<file path="src/rtl/multiplier_seq_n_if.sv">
// Handshake/data bundle for multiplier_seq_n: user controls in, product and status out.
// The Unsigned control only exists when MULT_UNSIGNED_MODE_EN is defined.
interface multiplier_seq_n_if #(
  parameter int WIDTH = 8
);
  logic             i_clear_a_load_b;
  logic             i_run;
  logic [WIDTH-1:0] i_s;
`ifdef MULT_UNSIGNED_MODE_EN
  logic             i_unsigned;
`endif
  logic [WIDTH-1:0] o_aval;
  logic [WIDTH-1:0] o_bval;
  logic             o_x;
  logic             o_busy;
  logic             o_done;

`ifdef MULT_UNSIGNED_MODE_EN
  modport master (
    output i_clear_a_load_b, i_run, i_s, i_unsigned,
    input  o_aval, o_bval, o_x, o_busy, o_done
  );
  modport slave (
    input  i_clear_a_load_b, i_run, i_s, i_unsigned,
    output o_aval, o_bval, o_x, o_busy, o_done
  );
`else
  modport master (
    output i_clear_a_load_b, i_run, i_s,
    input  o_aval, o_bval, o_x, o_busy, o_done
  );
  modport slave (
    input  i_clear_a_load_b, i_run, i_s,
    output o_aval, o_bval, o_x, o_busy, o_done
  );
`endif
endinterface

</file>
<file path="src/rtl/multiplier_seq_n.sv">
// Sequential shift-add multiplier: {X,A,B} <- B * S over WIDTH cycles, signed by default.
// Optional unsigned mode enabled by defining MULT_UNSIGNED_MODE_EN.
module multiplier_seq_n #(
  parameter int WIDTH = 8
) (
  input  logic            i_clk,
  input  logic            i_rst_n,
  multiplier_seq_n_if.slave bus
);
  localparam int CW = $clog2(WIDTH + 1);

  typedef enum logic [1:0] {
    S_IDLE    = 2'd0,
    S_COMPUTE = 2'd1,
    S_HOLD    = 2'd2
  } state_t;

  state_t           r_state;
  state_t           w_state_next;
  logic [WIDTH-1:0] r_a;
  logic [WIDTH-1:0] w_a_next;
  logic [WIDTH-1:0] r_b;
  logic [WIDTH-1:0] w_b_next;
  logic             r_x;
  logic             w_x_next;
  logic [CW-1:0]    r_cnt;
  logic [CW-1:0]    w_cnt_next;
  logic             r_run_q;
  logic             w_mode_uns;
  logic             w_run_edge;
  logic             w_last;
  logic [WIDTH:0]   w_acc;
  logic [WIDTH:0]   w_s_ext;
  logic [WIDTH:0]   w_sum;

`ifdef MULT_UNSIGNED_MODE_EN
  logic r_uns;
  logic w_uns_next;
  assign w_mode_uns = r_uns;
`else
  assign w_mode_uns = 1'b0;
`endif

  assign w_run_edge = bus.i_run & ~r_run_q;
  assign w_last     = (r_cnt == CW'(WIDTH - 1));

  // Signed mode carries the sign in X; the final multiplier bit has negative weight.
  assign w_acc   = w_mode_uns ? {1'b0, r_a} : {r_x, r_a};
  assign w_s_ext = w_mode_uns ? {1'b0, bus.i_s} : {bus.i_s[WIDTH-1], bus.i_s};

  always_comb begin
    w_sum = w_acc;
    if (r_b[0]) begin
      if (w_last && !w_mode_uns) begin
        w_sum = w_acc - w_s_ext;
      end else begin
        w_sum = w_acc + w_s_ext;
      end
    end
  end

  always_comb begin
    w_state_next = r_state;
    w_a_next     = r_a;
    w_b_next     = r_b;
    w_x_next     = r_x;
    w_cnt_next   = r_cnt;
`ifdef MULT_UNSIGNED_MODE_EN
    w_uns_next   = r_uns;
`endif
    case (r_state)
      S_IDLE: begin
        if (w_run_edge) begin
          w_state_next = S_COMPUTE;
          w_a_next     = '0;
          w_x_next     = 1'b0;
          w_cnt_next   = '0;
`ifdef MULT_UNSIGNED_MODE_EN
          w_uns_next   = bus.i_unsigned;
`endif
        end else if (bus.i_clear_a_load_b) begin
          w_b_next = bus.i_s;
          w_a_next = '0;
          w_x_next = 1'b0;
        end
      end
      S_COMPUTE: begin
        // Shift right by one: the sum MSB refills A (arithmetic in signed mode, carry in unsigned).
        w_a_next   = w_sum[WIDTH:1];
        w_b_next   = {w_sum[0], r_b[WIDTH-1:1]};
        w_x_next   = w_mode_uns ? 1'b0 : w_sum[WIDTH];
        w_cnt_next = r_cnt + CW'(1);
        if (w_last) begin
          w_state_next = S_HOLD;
        end
      end
      S_HOLD: begin
        if (!bus.i_run) begin
          w_state_next = S_IDLE;
        end
      end
      default: begin
        w_state_next = S_IDLE;
      end
    endcase
  end

  always_ff @(posedge i_clk or negedge i_rst_n) begin
    if (!i_rst_n) begin
      r_state <= S_IDLE;
      r_a     <= '0;
      r_b     <= '0;
      r_x     <= 1'b0;
      r_cnt   <= '0;
      r_run_q <= 1'b0;
    end else begin
      r_state <= w_state_next;
      r_a     <= w_a_next;
      r_b     <= w_b_next;
      r_x     <= w_x_next;
      r_cnt   <= w_cnt_next;
      r_run_q <= bus.i_run;
    end
  end

`ifdef MULT_UNSIGNED_MODE_EN
  always_ff @(posedge i_clk or negedge i_rst_n) begin
    if (!i_rst_n) begin
      r_uns <= 1'b0;
    end else begin
      r_uns <= w_uns_next;
    end
  end
`endif

  assign bus.o_aval = r_a;
  assign bus.o_bval = r_b;
  assign bus.o_x    = r_x;
  assign bus.o_busy = (r_state == S_COMPUTE);
  assign bus.o_done = (r_state == S_HOLD);
endmodule

</file>
<file path="src/flat_wrapper.sv">
// flat-port wrapper written by rule: the top's interface ports become plain ports
module multiplier_seq_n_flat 
#(
  parameter int WIDTH = 8
)
  (i_clk, i_rst_n, bus_i_clear_a_load_b, bus_i_run, bus_i_s, bus_o_aval, bus_o_bval, bus_o_x, bus_o_busy, bus_o_done);
  multiplier_seq_n_if #(.WIDTH(WIDTH)) bus_i ();
  input  logic i_clk;
  input  logic i_rst_n;
  input wire logic [$bits(bus_i.i_clear_a_load_b)-1:0] bus_i_clear_a_load_b;
  input wire logic [$bits(bus_i.i_run)-1:0] bus_i_run;
  input wire logic [$bits(bus_i.i_s)-1:0] bus_i_s;
  output wire logic [$bits(bus_i.o_aval)-1:0] bus_o_aval;
  output wire logic [$bits(bus_i.o_bval)-1:0] bus_o_bval;
  output wire logic [$bits(bus_i.o_x)-1:0] bus_o_x;
  output wire logic [$bits(bus_i.o_busy)-1:0] bus_o_busy;
  output wire logic [$bits(bus_i.o_done)-1:0] bus_o_done;
  assign bus_i.i_clear_a_load_b = bus_i_clear_a_load_b;
  assign bus_i.i_run = bus_i_run;
  assign bus_i.i_s = bus_i_s;
  assign bus_o_aval = bus_i.o_aval;
  assign bus_o_bval = bus_i.o_bval;
  assign bus_o_x = bus_i.o_x;
  assign bus_o_busy = bus_i.o_busy;
  assign bus_o_done = bus_i.o_done;
  multiplier_seq_n #(.WIDTH(WIDTH)) u_core (.i_clk(i_clk), .i_rst_n(i_rst_n), .bus(bus_i));
endmodule
</file>
<file path="config.mk">
export PLATFORM = sky130hd
export DESIGN_NAME = multiplier_seq_n_flat
export DESIGN_NICKNAME = d
export VERILOG_FILES = /design/src/rtl/multiplier_seq_n_if.sv /design/src/rtl/multiplier_seq_n.sv /design/src/flat_wrapper.sv
export SDC_FILE = /design/constraint.sdc
export NUM_CORES = 1
export LEC_CHECK = 0
export BUFFER_PORTS_ARGS = -buffer_cell sky130_fd_sc_hd__buf_2
export CAP_MARGIN = 20
export CELL_PAD_IN_SITES_DETAIL_PLACEMENT = 0
export CELL_PAD_IN_SITES_GLOBAL_PLACEMENT = 1
export CORE_MARGIN = 8
export CORE_UTILIZATION = 41
export CTS_CLUSTER_DIAMETER = 30
export DETAILED_ROUTE_END_ITERATION = 10
export GPL_ROUTABILITY_DRIVEN = 1
export PLACE_DENSITY_LB_ADDON = 0.1
export SYNTH_ARGS = -nofsm -noshare
export SYNTH_HDL_FRONTEND = slang
export SYNTH_SLANG_ARGS = --single-unit
</file>
<file path="constraint.sdc">
create_clock -name i_clk -period 3.8 [get_ports i_clk]
set_clock_uncertainty 0.2 [all_clocks]
set_input_delay 0.57 -clock i_clk [delete_from_list [all_inputs] [get_ports i_clk]]
set_output_delay 0.57 -clock i_clk [all_outputs]
set_load 0.02 [all_outputs]
</file>
==> results.sh <==
export IMPL_outcome="completed"
export IMPL_finalMaxSlewViolations=0
export IMPL_clkPwrFrac_pct=9.4
export IMPL_setup_tns_ns=0
export IMPL_clk_pin_slew_ns=0.09
export IMPL_synth_distinct_cells=45
export IMPL_required_ns=3.77
export IMPL_die_area_um2=6170
export IMPL_power_switching_uw=807
export IMPL_firstDrtPassIters=4
export IMPL_postCtsSetupBuffers=0
export IMPL_period_needed_ns=3.00
export IMPL_die_w_um=78.5
export IMPL_path_buf_inv=0
export IMPL_dp_cells=256
export IMPL_power_share_switching_pct=48.2
export IMPL_max_slew_worst_pin_slew_ns=0.611
export IMPL_dpl_instance_area_um2=1770
export IMPL_final_hold_violation_count=0
export IMPL_wire_per_inst_um=15.1
export IMPL_synth_seq_area_share_pct=35.9
export IMPL_synthCells=186
export IMPL_gp_congestion=0.806
export IMPL_initial_utilization_pct=43.1
export IMPL_die_h_um=78.5
export IMPL_synth_enable_flop_cells=0
export IMPL_cts_resized=0
export IMPL_syn2layout_area_growth_pct=13.1
export IMPL_grt_antenna_before_repair=0
export IMPL_stdcell_area_um2=1810
export IMPL_power_leakage_nw=0.860
export IMPL_tritoncts="yes"
export IMPL_drc=0
export IMPL_hold_path_class="in -> async"
export IMPL_p_int_uw=867
export IMPL_grt_overflow=0
export IMPL_clk_path_buf_depth=2
export IMPL_h_tree_depth=1
export IMPL_io_buffers=30
export IMPL_pin_count=31
export IMPL_yosysWarnings=0
export IMPL_rsz0062_at_grt="false"
export IMPL_grt_max_degree=24
export IMPL_synth_top_cell_by_area="dfrtp_1"
export IMPL_clk_latency_ns=0.27
export IMPL_async_flop_share_pct=100
export IMPL_via_count=1428
export IMPL_synthTopCellsByArea="dfrtp_1 36%, ha_1 7.8%, nand2_1 5.2%"
export IMPL_dpl_hpwl_mm=3.03
export IMPL_pwr_share_seq_pct=29.6
export IMPL_syn_area_um2=1600
export IMPL_ant_nets=0
export IMPL_synth_flop_cell="dfrtp_1"
export IMPL_cts_sinks=23
export IMPL_grt_pass1_wl_mm=6.64
export IMPL_vdd_drop_max_v=0.000317
export IMPL_end_kind="flip-flop"
export IMPL_setup_ws_ns=0.803
export IMPL_ctsHoldBuffers=0
export IMPL_fin_crit_sh_pct=78.9
export IMPL_row_count=22
export IMPL_crit_arrival_ns=2.97
export IMPL_drv_cap=0
export IMPL_critPathKind="reg -> reg"
export IMPL_crit_chain="ha_1 > nand3b_1 > mux2i_1 > ha_1 > nor2b_1 > o21a_1 > o21ai_0 > a21oi_1 > o21a_1 > o31ai_1"
export IMPL_total_power_mw=1.67
export IMPL_grt_pass1_vias=1426
export IMPL_finalNetCount=236
export IMPL_slowest_delay_ns=0.42
export IMPL_drtIter0Drc=42
export IMPL_post_place_ws_ns=0.673
export IMPL_post_synth_cell_area_avg_um2=8.62
export IMPL_combPwrFrac_pct=61.0
export IMPL_core_um2=3720
export IMPL_synth_nets=209
export IMPL_crit_slowest_cell="dfrtp_1"
export IMPL_grt_usage_pct=12.9
export IMPL_startpoint_type="flip-flop"
export IMPL_final_cells=260
export IMPL_cts_buffers=3
export IMPL_fmax_ghz=0.334
export IMPL_wl_mm=3.91
export IMPL_critPathTopFamily="compound AO/OA/AOI/OAI gates"
export IMPL_vias_per_cell=5.49
export IMPL_diodes=0
export IMPL_slew_headroom_pct=59.3
export IMPL_synth_top_area_share_pct=35.9
export IMPL_clockRootBuffer="clkbuf_8"
export IMPL_finalSetupViolCount=0
export IMPL_critPathMaxFanout=4
export IMPL_drive_gt1_share_pct=20.3
export IMPL_power_density_nw_per_um2=923
export IMPL_ys_seq_elements=23
==> final timing paths <==
kind	depth (start not counted)	slack [ns]	from	endpoint
setup / recovery	10	0.80	u_core.r_cnt[0]	u_core.bus.o_aval[6]
hold / removal	1	0.08	i_rst_n	u_core.r_cnt[0]
setup reg to reg	10	0.80	u_core.r_cnt[0]	u_core.bus.o_aval[6]
hold reg to reg	1	0.35	u_core.r_cnt[1]	u_core.r_cnt[1]
max in group asynchronous	1	2.95	i_rst_n	u_core.bus.o_aval[6]
min in group i_clk	1	0.23	bus_i_run	u_core.r_run_q
==> area by class of cell <==
cell class | instances | area [µm²]
clock inverters | 1 | 5.00
multi-input cells | 145 | 940
clock buffers | 3 | 41.3
flip-flops and latches | 23 | 576
repair buffers | 31 | 158
well taps | 48 | 60.1
fillers | 411 | 1900
inverters | 9 | 33.8
==> cell usage in the layout, fill, tap and decap left out, drive strengths merged, types with 2 or more instances in the layout <==
cell and instances:
buf 31, dfrtp 23, nor2 22, nand2 22, a21oi 14, o21ai 13
ha 10, inv 9, xnor2 8, nor3 6, a31oi 6, mux2i 5
nor2b 3, clkbuf 3, a22o 3, a211oi 3, nand3b 2, o31ai 2
xor2 2, nand2b 2, o21bai 2, o21a 2, a22oi 2, a21o 2
==> logic make-up after synthesis <==
family | after synthesis | synth area share [%]
compound gates | 54 | 21.8
flops | 23 | 35.9
xor+xnor | 10 | 5.46
fa+ha+maj | 11 | 9.06
mux | 6 | 3.83
simple gates | 64 | 18.5
buf+inv | 18 | 5.46
==> registers in the layout, indices dropped and copies added (netlist names) <==
register,count
u_core.bus.o_bval,8
u_core.bus.o_x,1
u_core.r_run_q,1
u_core.bus.o_aval,7
u_core.r_cnt,4
u_core.r_state,2
==> metrics by stage <==
| stage | util [%] | hold slack (ns) |
|---|---|---|
| after floorplan | - | 0.0744 |
| after global placement | 47.5 | 0.313 |
| after detailed placement | 47.5 | 0.325 |
| after CTS | 48.8 | 0.0883 |
| after global routing | 48.8 | 0.113 |
| final | 48.8 | 0.0776 |
==> power by group through the flow <==
stage	sequential, mW	clock, mW	combinational, mW
6_report	0.495	0.158	1.02
5_1_grt	0.519	0.170	1.16
4_1_cts	0.495	0.163	1.04
3_5_place_dp	0.500	0	1.03
3_3_place_gp	0.496	0	1.01
2_1_floorplan	0.552	0	0.722
==> routing by layer <==
metal  track usage, %  part of all wire, %  vias up  routed length, µm
met5                0                    0        -                  0
met4             4.44                 0.87        0                 34
met3             1.71                  3.8        2                147
met2             23.0                   51       22               2000
met1             15.3                   44      694               1730
li1                 -                    -      710                  -
==> cells in the mapped netlist (all sizes together) (5+ instances only) <==
| cell | n |
|---|---|
| inv | 9 |
| dfrtp | 23 |
| a21oi | 14 |
| buf | 6 |
| mux2i | 5 |
| ha | 10 |
| nor2 | 22 |
| nor3 | 6 |
| nand2 | 22 |
| a31oi | 6 |
| o21ai | 13 |
| xnor2 | 8 |
(Power assumes the default switching activity.)
